$ cat src/rtl/itrx_aib_phy_clk_mux_ctrl.sv
// itrx_aib_phy_clk_mux_ctrl: glitch-free gate/flip/ungate sequencer for the AIB PHY 2:1 clock MUX.
// Optional DFT override of both clock gates when ITRX_AIB_PHY_CMX_DFT_EN is defined.
module itrx_aib_phy_clk_mux_ctrl #(
  parameter int   SETTLE_CYC = 4,
  parameter logic RESET_SEL  = 1'b0
) (
  input  logic clk,
  input  logic rst_n,
  input  logic req_vld,
  input  logic req_sel,
`ifdef ITRX_AIB_PHY_CMX_DFT_EN
  input  logic scan_mode,
`endif
  output logic req_rdy,
  output logic msel,
  output logic cken0,
  output logic cken1,
  output logic busy,
  output logic done
);
  localparam int SC = (SETTLE_CYC < 1) ? 1 : SETTLE_CYC;
  localparam int CW = $clog2(SC + 1);
  localparam logic [CW-1:0] LAST = CW'(SC - 1);
  typedef enum logic [1:0] {IDLE, GATE_OFF, SWITCH, GATE_ON} state_t;
  state_t state;
  logic [CW-1:0] cnt;
  logic last;
  assign last = cnt == LAST;
  always_ff @(posedge clk or negedge rst_n) begin
    if (!rst_n) begin
      state   <= IDLE;
      cnt     <= '0;
      msel    <= RESET_SEL;
      cken0   <= ~RESET_SEL;
      cken1   <= RESET_SEL;
      req_rdy <= 1'b1;
      busy    <= 1'b0;
      done    <= 1'b0;
    end else begin
      done <= 1'b0;
`ifdef ITRX_AIB_PHY_CMX_DFT_EN
      if (scan_mode) begin
        state   <= IDLE;
        cnt     <= '0;
        cken0   <= 1'b1;
        cken1   <= 1'b1;
        req_rdy <= 1'b0;
        busy    <= 1'b0;
      end else
`endif
      case (state)
        IDLE: begin
          // re-deriving the gates here also restores them after a scan override
          cken0   <= ~msel;
          cken1   <= msel;
          req_rdy <= 1'b1;
          busy    <= 1'b0;
          if (req_vld && req_rdy) begin
            if (req_sel == msel) begin
              done <= 1'b1;
            end else begin
              state   <= GATE_OFF;
              cnt     <= '0;
              cken0   <= 1'b0;
              cken1   <= 1'b0;
              req_rdy <= 1'b0;
              busy    <= 1'b1;
            end
          end
        end
        GATE_OFF: begin
          cnt <= last ? '0 : cnt + 1'b1;
          if (last) begin
            msel  <= ~msel;
            state <= SWITCH;
          end
        end
        SWITCH: begin
          cnt <= last ? '0 : cnt + 1'b1;
          if (last) begin
            cken0 <= ~msel;
            cken1 <= msel;
            done  <= 1'b1;
            state <= GATE_ON;
          end
        end
        GATE_ON: begin
          state   <= IDLE;
          req_rdy <= 1'b1;
          busy    <= 1'b0;
        end
        default: state <= IDLE;
      endcase
    end
  end
endmodule
$ cat config.mk
export PLATFORM = sky130hd
export DESIGN_NAME = itrx_aib_phy_clk_mux_ctrl
export DESIGN_NICKNAME = d
export VERILOG_FILES = /design/src/rtl/itrx_aib_phy_clk_mux_ctrl.sv
export SDC_FILE = /design/constraint.sdc
export NUM_CORES = 1
export LEC_CHECK = 0
export BUFFER_PORTS_ARGS = -buffer_cell sky130_fd_sc_hd__buf_2
export CAP_MARGIN = 30
export CORE_UTILIZATION = 45
export CTS_CLUSTER_DIAMETER = 50
export DETAILED_ROUTE_END_ITERATION = 8
export GPL_ROUTABILITY_DRIVEN = 0
export PLACE_DENSITY = 0.65
export SLEW_MARGIN = 0
export SYNTH_ARGS = -nofsm -noshare
export SYNTH_HDL_FRONTEND = slang
export SYNTH_SLANG_ARGS = --single-unit
export TNS_END_PERCENT = 30
$ cat constraint.sdc
create_clock -name clk -period 1.8 [get_ports clk]
set_input_delay 0.18 -clock clk [delete_from_list [all_inputs] [get_ports clk]]
set_output_delay 0.18 -clock clk [all_outputs]
set_load 0.03 [all_outputs]
# == After elaboration in Yosys (flattened, before gate mapping) ==
# Index checks and enable logic that the tools add are counted.
# word_totals
regBits,11
inputBits,4
elab_cells,55
# op_classes
n_addsub,1
eq_ne,9
n_mux,26
bitwise_logic,1
n_reduce_logical,10
# ops
op,n
$mux W1,12
$pmux W1 S2,5
$mux W3,3
$mux W2,4
$ne A2 B2 Y1 const B,4
$pmux W2 S4,1
$pmux W3 S2,1
$reduce_bool A2 Y1,3
$eq A2 B2 Y1 const B,2
$reduce_and A2 Y1,2
$reduce_and A4 Y1,1
$add A3 B1 Y3 const B,1
$eq A3 B2 Y1 const B,1
$reduce_and A3 Y1,1
$eq A2 B1 Y1 const B,1
$logic_not A2 Y1,1
$reduce_or A2 Y1,1
$eq A1 B1 Y1,1
$logic_and A1 B1 Y1,1
$not A1 Y1,1

# == Depth between registers and ports, before layout ==
# Gate-level depths: netlist of the first run.
# depth
word_depth,4
depth_mapped,5

# == Least setup slack after synthesis of the first run ==
# Ideal clock, no wire load.
# synth_timing
path_kind,register -> register
startpoint,register msel
endpoint,register cnt[0]
setup_time_ns,0.125
arrival_ns,1.622
t_required_ns,1.675
slack_ns,0.052
path_stages_with_launch,6
path_buffers,0
period_less_slack_ns,1.748
cell_sequence,dfrtp_1 inv_1 ha_1 nand3_2 mux2_4 mux2_4
# synth_via
elab_chain_len,3
# synth_lines
item,line_no,rtl
from (decl),15,"output logic msel,"
from (signal assigned),74,msel <= ~msel;
$eq A1 B1 Y1,59,if (req_sel == msel) begin
$ne A2 B2 Y1 (no source line),-,
$reduce_and A3 Y1 (no source line),-,
to (signal assigned),72,cnt <= last ? '0 : cnt + 1'b1;
to (signal assigned),79,cnt <= last ? '0 : cnt + 1'b1;
to (decl),26,logic [CW-1:0] cnt;
# No other way between the ends.
# A chain may end at the register's enable or synchronous reset.

# == Final worst setup path of the first run ==
# layout_timing
startpoint,register state[1]
endpoint,register cnt[1]
# layout_via
elab_chain_len,4
elab_cells_between_ends,9
cone_classes,4 x eq/ne; 1 x mux; 4 x reduce/logical
# layout_lines
item,line_no,rtl
from (decl),25,state_t state;
from (signal assigned),31,state <= IDLE;
from (signal assigned),62,state <= GATE_OFF;
from (signal assigned),75,state <= SWITCH;
$eq A2 B2 Y1 or $eq A2 B1 Y1 (tied branches),51,case (state)
$reduce_or A2 Y1 (no source line),-,
$reduce_bool A2 Y1 (no source line),-,
$reduce_and A3 Y1 (no source line),-,
# Several ways; a longest one is shown, not always the timed one.

==> results.json, run 1 <==
{
  "postSynthRegisterBits": 11,
  "hold-worst-slack_ns": 0.249,
  "final_layout_size_suffix_gt1_share_pct": 32.9,
  "hold_violations": 0,
  "worst_pin_slew_ns": 0.292,
  "mappedNetlistNets": 69,
  "finalSetupViolCount": 0,
  "initial_utilization_pct": 49.4,
  "total_power_uw": 1480,
  "power.share.switching_pct": 41.1,
  "core_region_area_um2": 1330,
  "cp.arrival_ns": 1.87,
  "status": "finished, final reports clean",
  "synth_top_area_share_pct": 34.2,
  "global_route_wire_length_before_repair_mm": 1.67,
  "critical_path_peak_fanout": 5,
  "netlist.top_cell.by_area": "sky130_fd_sc_hd__dfrtp_1",
  "rsz_0062_raised_after_global_routing": "false",
  "period_minus_ws_final_ns": 1.72,
  "dominantRegCellSynth": "sky130_fd_sc_hd__dfrtp_1",
  "route.antenna.remaining_nets": 0,
  "fillers": 112,
  "antennaDiodeCount": 0,
  "htreeDepth": 1,
  "grt_pass1_vias": 388,
  "syn2layout_area_growth_pct": 19.0,
  "grt_util_all_layers_pct": 16.5,
  "synth.yosys.seq_area_share_pct": 42.1,
  "critical_path_required_ns": 1.95,
  "cts.clk_slew.worst_paths_ns": 0.07,
  "powerDensity_nw_per_um2": 1880,
  "worst_setup_path_end_kind": "flop",
  "hold_path.class": "in2reg",
  "number_of_input_and_output_port_buffers_inserted": 9,
  "stdcell_area_um2": 785,
  "drc": 0,
  "dieWidth_um": 40.3,
  "clock_tree.buffer_depth": 2,
  "share_of_the_clock_period_used_by_the_worst_path_pct": 95.5,
  "critical_path.startpoint_type": "flop",
  "asyncSetResetFlopFracSynth_pct": 100,
  "cap_viol_max_count": 0,
  "num_io_pins": 10,
  "wl_per_cell_um": 12.3,
  "post-dp-hpwl_um": 825,
  "place_ws_ns": 0.103,
  "avg_inst_size_synth_um2": 11.8,
  "grt_total_ovfl": 0,
  "post_drt_via_cell_ratio": 5.06,
  "netlist_instances": 56,
  "timing.setup.tns_ns": 0,
  "cts.sink_count": 11,
  "ys_warnings": 0,
  "maximum_number_of_pins_on_one_net_before_global_route_repair": 12,
  "fin_nets": 87,
  "p_clk_share_pct": 11.2,
  "p_leak_uw": 0.000432,
  "antenna_found_initial": 0,
  "worst_slew_margin_rel_pct": 80.0,
  "placed_cell_area_um2": 731,
  "criticalPathCategory": "reg2reg",
  "drt_first_pass_iters": 4,
  "fp.dieH_um": 40.3,
  "worst_skew_pair.late_latency_ns": 0.26,
  "layout_setup_ws_ns": 0.0818,
  "cts_inserted_buffers": 3,
  "seq_power_share_pct": 29.0,
  "maxClockFrequency_ghz": 0.582,
  "power_switching_uw": 607,
  "worst_clock_skew_ns": 0.00499,
  "wirelength_mm": 1.08,
  "placement_rows": 13,
  "cell_internal_power_uw": 869,
  "dr.first_iter.drc_count": 7,
  "die_area_um2": 1620,
  "netlist-cell-type-count": 23,
  "synth.area.top_cells": "sky130_fd_sc_hd__dfrtp_1 34%, sky130_fd_sc_hd__ha_1 17%, sky130_fd_sc_hd__dfstp_2 8.0%",
  "syn-cell-area_um2": 659,
  "vdd_ir_drop_max_uv": 1090,
  "tritoncts": "yes",
  "synth-edff-count": 0,
  "power.combinational.fraction_pct": 59.8,
  "vias": 445,
  "clk_root_buffer_cell": "sky130_fd_sc_hd__clkbuf_4",
  "report.final.slew_viol_count": 0
}
[timing repair]
item                       in CTS  in global routing
resized for setup               0                  1
setup buffers                   0                  2
hold endpoints to repair        9                  0
setup endpoints to repair       0                  2
hold buffers                    1                  0
[placed cells by master, fill, tap and decap left out, types with 2 or more instances in the layout]
cell and instances:
sky130_fd_sc_hd__mux2i_1 5, sky130_fd_sc_hd__ha_1 8, sky130_fd_sc_hd__inv_1 7, sky130_fd_sc_hd__dfrtp_1 9
sky130_fd_sc_hd__clkbuf_4 3, sky130_fd_sc_hd__nor2_1 3, sky130_fd_sc_hd__dfstp_2 2, sky130_fd_sc_hd__buf_2 9
sky130_fd_sc_hd__nor3_1 2, sky130_fd_sc_hd__o21ai_0 2, sky130_fd_sc_hd__mux2_4 3, sky130_fd_sc_hd__buf_4 3
[critical path, stage by stage, from the launching register on]
cell	delay [ns]
sky130_fd_sc_hd__dfrtp_1	0.41
sky130_fd_sc_hd__inv_1	0.11
sky130_fd_sc_hd__ha_2	0.38
sky130_fd_sc_hd__inv_1	0.09
sky130_fd_sc_hd__mux2_4	0.31
sky130_fd_sc_hd__mux2_4	0.30
[worst paths after layout]
kind	startpoint	end	slack, ns	cells after the start
setup / recovery	state[1]	cnt[1]	0.08	5
hold / removal	req_vld	done	0.25	3
setup reg to reg	state[1]	cnt[1]	0.08	5
hold reg to reg	cken0	cken0	0.47	2
max in group asynchronous	rst_n	cken0	1.23	2
min in group asynchronous	rst_n	cken1	0.30	2
[synthesized netlist by cell type (2+ instances only)]
cell type,n
sky130_fd_sc_hd__o21ai_0,2
sky130_fd_sc_hd__nor3_1,2
sky130_fd_sc_hd__ha_1,9
sky130_fd_sc_hd__inv_1,7
sky130_fd_sc_hd__mux2i_1,5
sky130_fd_sc_hd__dfrtp_1,9
sky130_fd_sc_hd__mux2_4,3
sky130_fd_sc_hd__nor2_1,3
sky130_fd_sc_hd__dfstp_2,2
[stage by stage]
stage / std cells / utilization [%]
finish: 88 / 58.8
detailed placement: 81 / 54.8
CTS: 86 / 57.5
global placement: 81 / 54.8
global route: 88 / 58.8
floorplan: 56 / -
[state kept, by name (all words and copies together), names as in the netlist]
name,count
cnt,3
busy,1
done,1
msel,1
cken0,1
req_rdy,1
state,2
cken1,1
[cell type report]
cell class	count	area [µm²]	area share [%]
Multi-Input combinational cell	38	358	45.6
Sequential cell	11	278	35.4
Timing Repair Buffer	13	77.6	9.89
Clock buffer	4	26.3	3.35
Inverter	7	26.3	3.35
Tap cell	15	18.8	2.39
[metal layers]
metal | vias to the layer above | part of all wire [%] | track usage [%]
li1 | 224 | - | -
met1 | 210 | 49 | 20.0
met2 | 11 | 46 | 26.6
met3 | 0 | 4.7 | 6.67
met4 | 0 | 0 | 5.00
met5 | - | 0 | 0
[logic make-up (layout without fill, tap and decap cells)]
family	after synthesis	after routing	synth area share, %
DFF	11	11	42.1
buffers and inverters	7	24	3.99
xor gates and xnor gates	1	1	1.33
and+or+nand+nor	12	12	10.8
muxes	10	10	17.8
adders and majority gates	9	9	17.1
AOI/OAI and AO/OA	6	6	6.83
[power groups by stage]
stage	Combinational, µW	Sequential, µW	Clock [µW]
6_report	882	428	165
2_1_floorplan	581	518	0
3_3_place_gp	833	428	0
4_1_cts	847	430	173
3_5_place_dp	844	431	0
5_1_grt	975	443	187
Note: power is estimated with default switching activity, not from simulation.
==> run 2, diff against run 1 <==
- CTS_BUF_LIST: not set -> sky130_fd_sc_hd__clkbuf_8
==> run 2 against run 1 <==
Effect of this change: combinational power decreased by 4.1%; total power increased by 2.3%; final cell count decreased by 2.3%; register-to-register slack about the same; non-clock buffer count decreased by 2; clock skew about the same; critical path depth unchanged; sequential cell count unchanged; sequential share of layout area decreased by 0.17 points; design area increased by 0.48%; fmax increased by 0.66%; global-route usage decreased by 0.58 points; critical endpoint unchanged; largest cell class unchanged; largest power group unchanged; highest routed layer is now met4.
==> results.json, run 2 (synthesis gave the netlist of run 1 again) <==
{
  "largest_register_ffs": 3,
  "crit_path_buf_inv_count": 2,
  "multiInputGateArea_um2": 358,
  "cp-endpoint": "cnt[1]",
  "status": "finished, final reports clean",
  "placement_rows": 13,
  "number_of_input_and_output_port_buffers_inserted": 9,
  "largestRegisters": "cnt (3), state (2)",
  "r2r_cells": 5,
  "report.final.slew_viol_count": 0,
  "num_io_pins": 10,
  "worst_slew_margin_rel_pct": 79.9,
  "worst_r2r_endpoint": "cnt[1]",
  "initial_utilization_pct": 49.4,
  "criticalPathCategory": "reg2reg",
  "vdd_ir_drop_max_uv": 883,
  "power.combinational.fraction_pct": 56.0,
  "die_area_um2": 1620,
  "worstReg2RegStart": "state[1]",
  "post-dp-hpwl_um": 825,
  "cts_inserted_buffers": 3,
  "wirelength_mm": 1.04,
  "route.antenna.remaining_nets": 0,
  "global_route_wire_length_before_repair_mm": 1.64,
  "wl_per_cell_um": 12.1,
  "worst_pin_slew_ns": 0.293,
  "dieWidth_um": 40.3,
  "maximum_number_of_pins_on_one_net_before_global_route_repair": 12,
  "largest_register": "cnt",
  "core_region_area_um2": 1330,
  "startpoint": "state[1]",
  "worst_setup_path_end_kind": "flop",
  "share_of_the_clock_period_used_by_the_worst_path_pct": 94.8,
  "p_clk_share_pct": 15.6,
  "cap_viol_max_count": 0,
  "period_minus_ws_final_ns": 1.71,
  "slowest_delay_ns": 0.39,
  "antennaDiodeCount": 0,
  "cell_internal_power_uw": 906,
  "clock_tree.buffer_depth": 2,
  "crit_cells": 5,
  "tritoncts": "yes",
  "fillers": 111,
  "antenna_found_initial": 0,
  "power_switching_uw": 604,
  "drt_first_pass_iters": 3,
  "timing.setup.tns_ns": 0,
  "cts.clk_slew.worst_paths_ns": 0.05,
  "power.share.switching_pct": 40.0,
  "crit_path_top_delay_cell": "sky130_fd_sc_hd__dfrtp_1",
  "syn2layout_area_growth_pct": 19.5,
  "mostFrequentLayoutCells": "9 x sky130_fd_sc_hd__dfrtp_1, 9 x sky130_fd_sc_hd__buf_2, 8 x sky130_fd_sc_hd__inv_1, 8 x sky130_fd_sc_hd__ha_1, 5 x sky130_fd_sc_hd__mux2i_1",
  "worst_skew_pair.late_latency_ns": 0.23,
  "hold-worst-slack_ns": 0.286,
  "hold_violations": 0,
  "layout.area.seq_um2": 278,
  "final_layout_size_suffix_gt1_share_pct": 31.0,
  "critical-path-top-delay-family": "multiplexers",
  "seq_power_share_pct": 28.4,
  "grt_pass1_vias": 386,
  "dr.first_iter.drc_count": 6,
  "total_power_uw": 1510,
  "p_leak_uw": 0.000435,
  "worst_clock_skew_ns": 0.00526,
  "critical_path_required_ns": 1.91,
  "fin_nets": 85,
  "cts.sink_count": 11,
  "hold_path.class": "in2reg",
  "grt_util_all_layers_pct": 15.9,
  "cp.arrival_ns": 1.82,
  "htreeDepth": 1,
  "post_drt_via_cell_ratio": 5.14,
  "stdcell_count": 86,
  "timing.critical_path.cells": "inv_1 > ha_2 > inv_1 > mux2_4 > mux2_4",
  "finalSetupViolCount": 0,
  "r2r_setup_slack_ns": 0.09,
  "vias": 442,
  "drc": 0,
  "powerDensity_nw_per_um2": 1920,
  "critical_path.startpoint_type": "flop",
  "maxClockFrequency_ghz": 0.586,
  "grt_total_ovfl": 0,
  "rsz_0062_raised_after_global_routing": "false",
  "clk_root_buffer_cell": "sky130_fd_sc_hd__clkbuf_8",
  "place.detailed.instances": 81,
  "fp.dieH_um": 40.3,
  "critical_path_peak_fanout": 5
}
run 2: cell count changes in the layout (fill, tap and decap cells not counted), sizes merged:
cell | previous run | this run
clkbuf | 4 | 3
inv | 7 | 8
buf | 12 | 10
run 2: routing by layer:
layer | track usage (%) | share of wire, % | vias to the layer above
li1 | - | - | 222
met1 | 20.0 | 49 | 206
met2 | 25.8 | 46 | 12
met3 | 5.00 | 4.3 | 2
met4 | 5.00 | 0.48 | 0
met5 | 0 | 0 | -
run 2: tightest hold or removal path, delay by kind of cell:
family          cells  cell delay, ns
simple gates        1            0.10
buf+inv             1            0.11
compound gates      1            0.08
run 2: through the flow:
step / cell area [µm²] / utilization [%] / setup slack [ns]
finish: 788 / 59.1 / 0.0930
global placement: 731 / 54.8 / 0.131
detailed placement: 731 / 54.8 / 0.103
CTS: 786 / 58.9 / 0.0791
global route: 788 / 59.1 / 0.0131
floorplan: 659 / - / 0.0525
run 2: power by group through the flow:
stage | clock (µW) | sequential, µW | combinational (µW)
floorplan | 0 | 518 | 581
global placement | 0 | 428 | 833
detailed placement | 0 | 431 | 844
CTS | 246 | 430 | 845
global route | 261 | 446 | 937
finish | 235 | 428 | 846
run 2: timing repair:
item,in CTS,in global routing
endpoints found under the hold margin,9,0
gates resized for setup,0,1
hold buffers,1,0
endpoints found under the setup margin,0,2
setup buffers,0,0
run 2: layout make-up:
class / instances / share of cell area (%)
clock buffer: 3 / 5.24
timing repair buffer: 11 / 7.94
multi-input combinational: 38 / 45.4
sequential: 11 / 35.2
inverter: 7 / 3.33
tap: 15 / 2.38
clock inverter: 1 / 0.476
run 2: worst min path at each step:
| stage | cells past startpoint | endpoint | start |
|---|---|---|---|
| finish | 3 | done | req_vld |
| CTS | 3 | done | req_vld |
| global placement | 1 | cken1 | rst_n |
| detailed placement | 1 | cken1 | rst_n |
| floorplan | 0 | busy | rst_n |
| global route | 3 | done | req_vld |
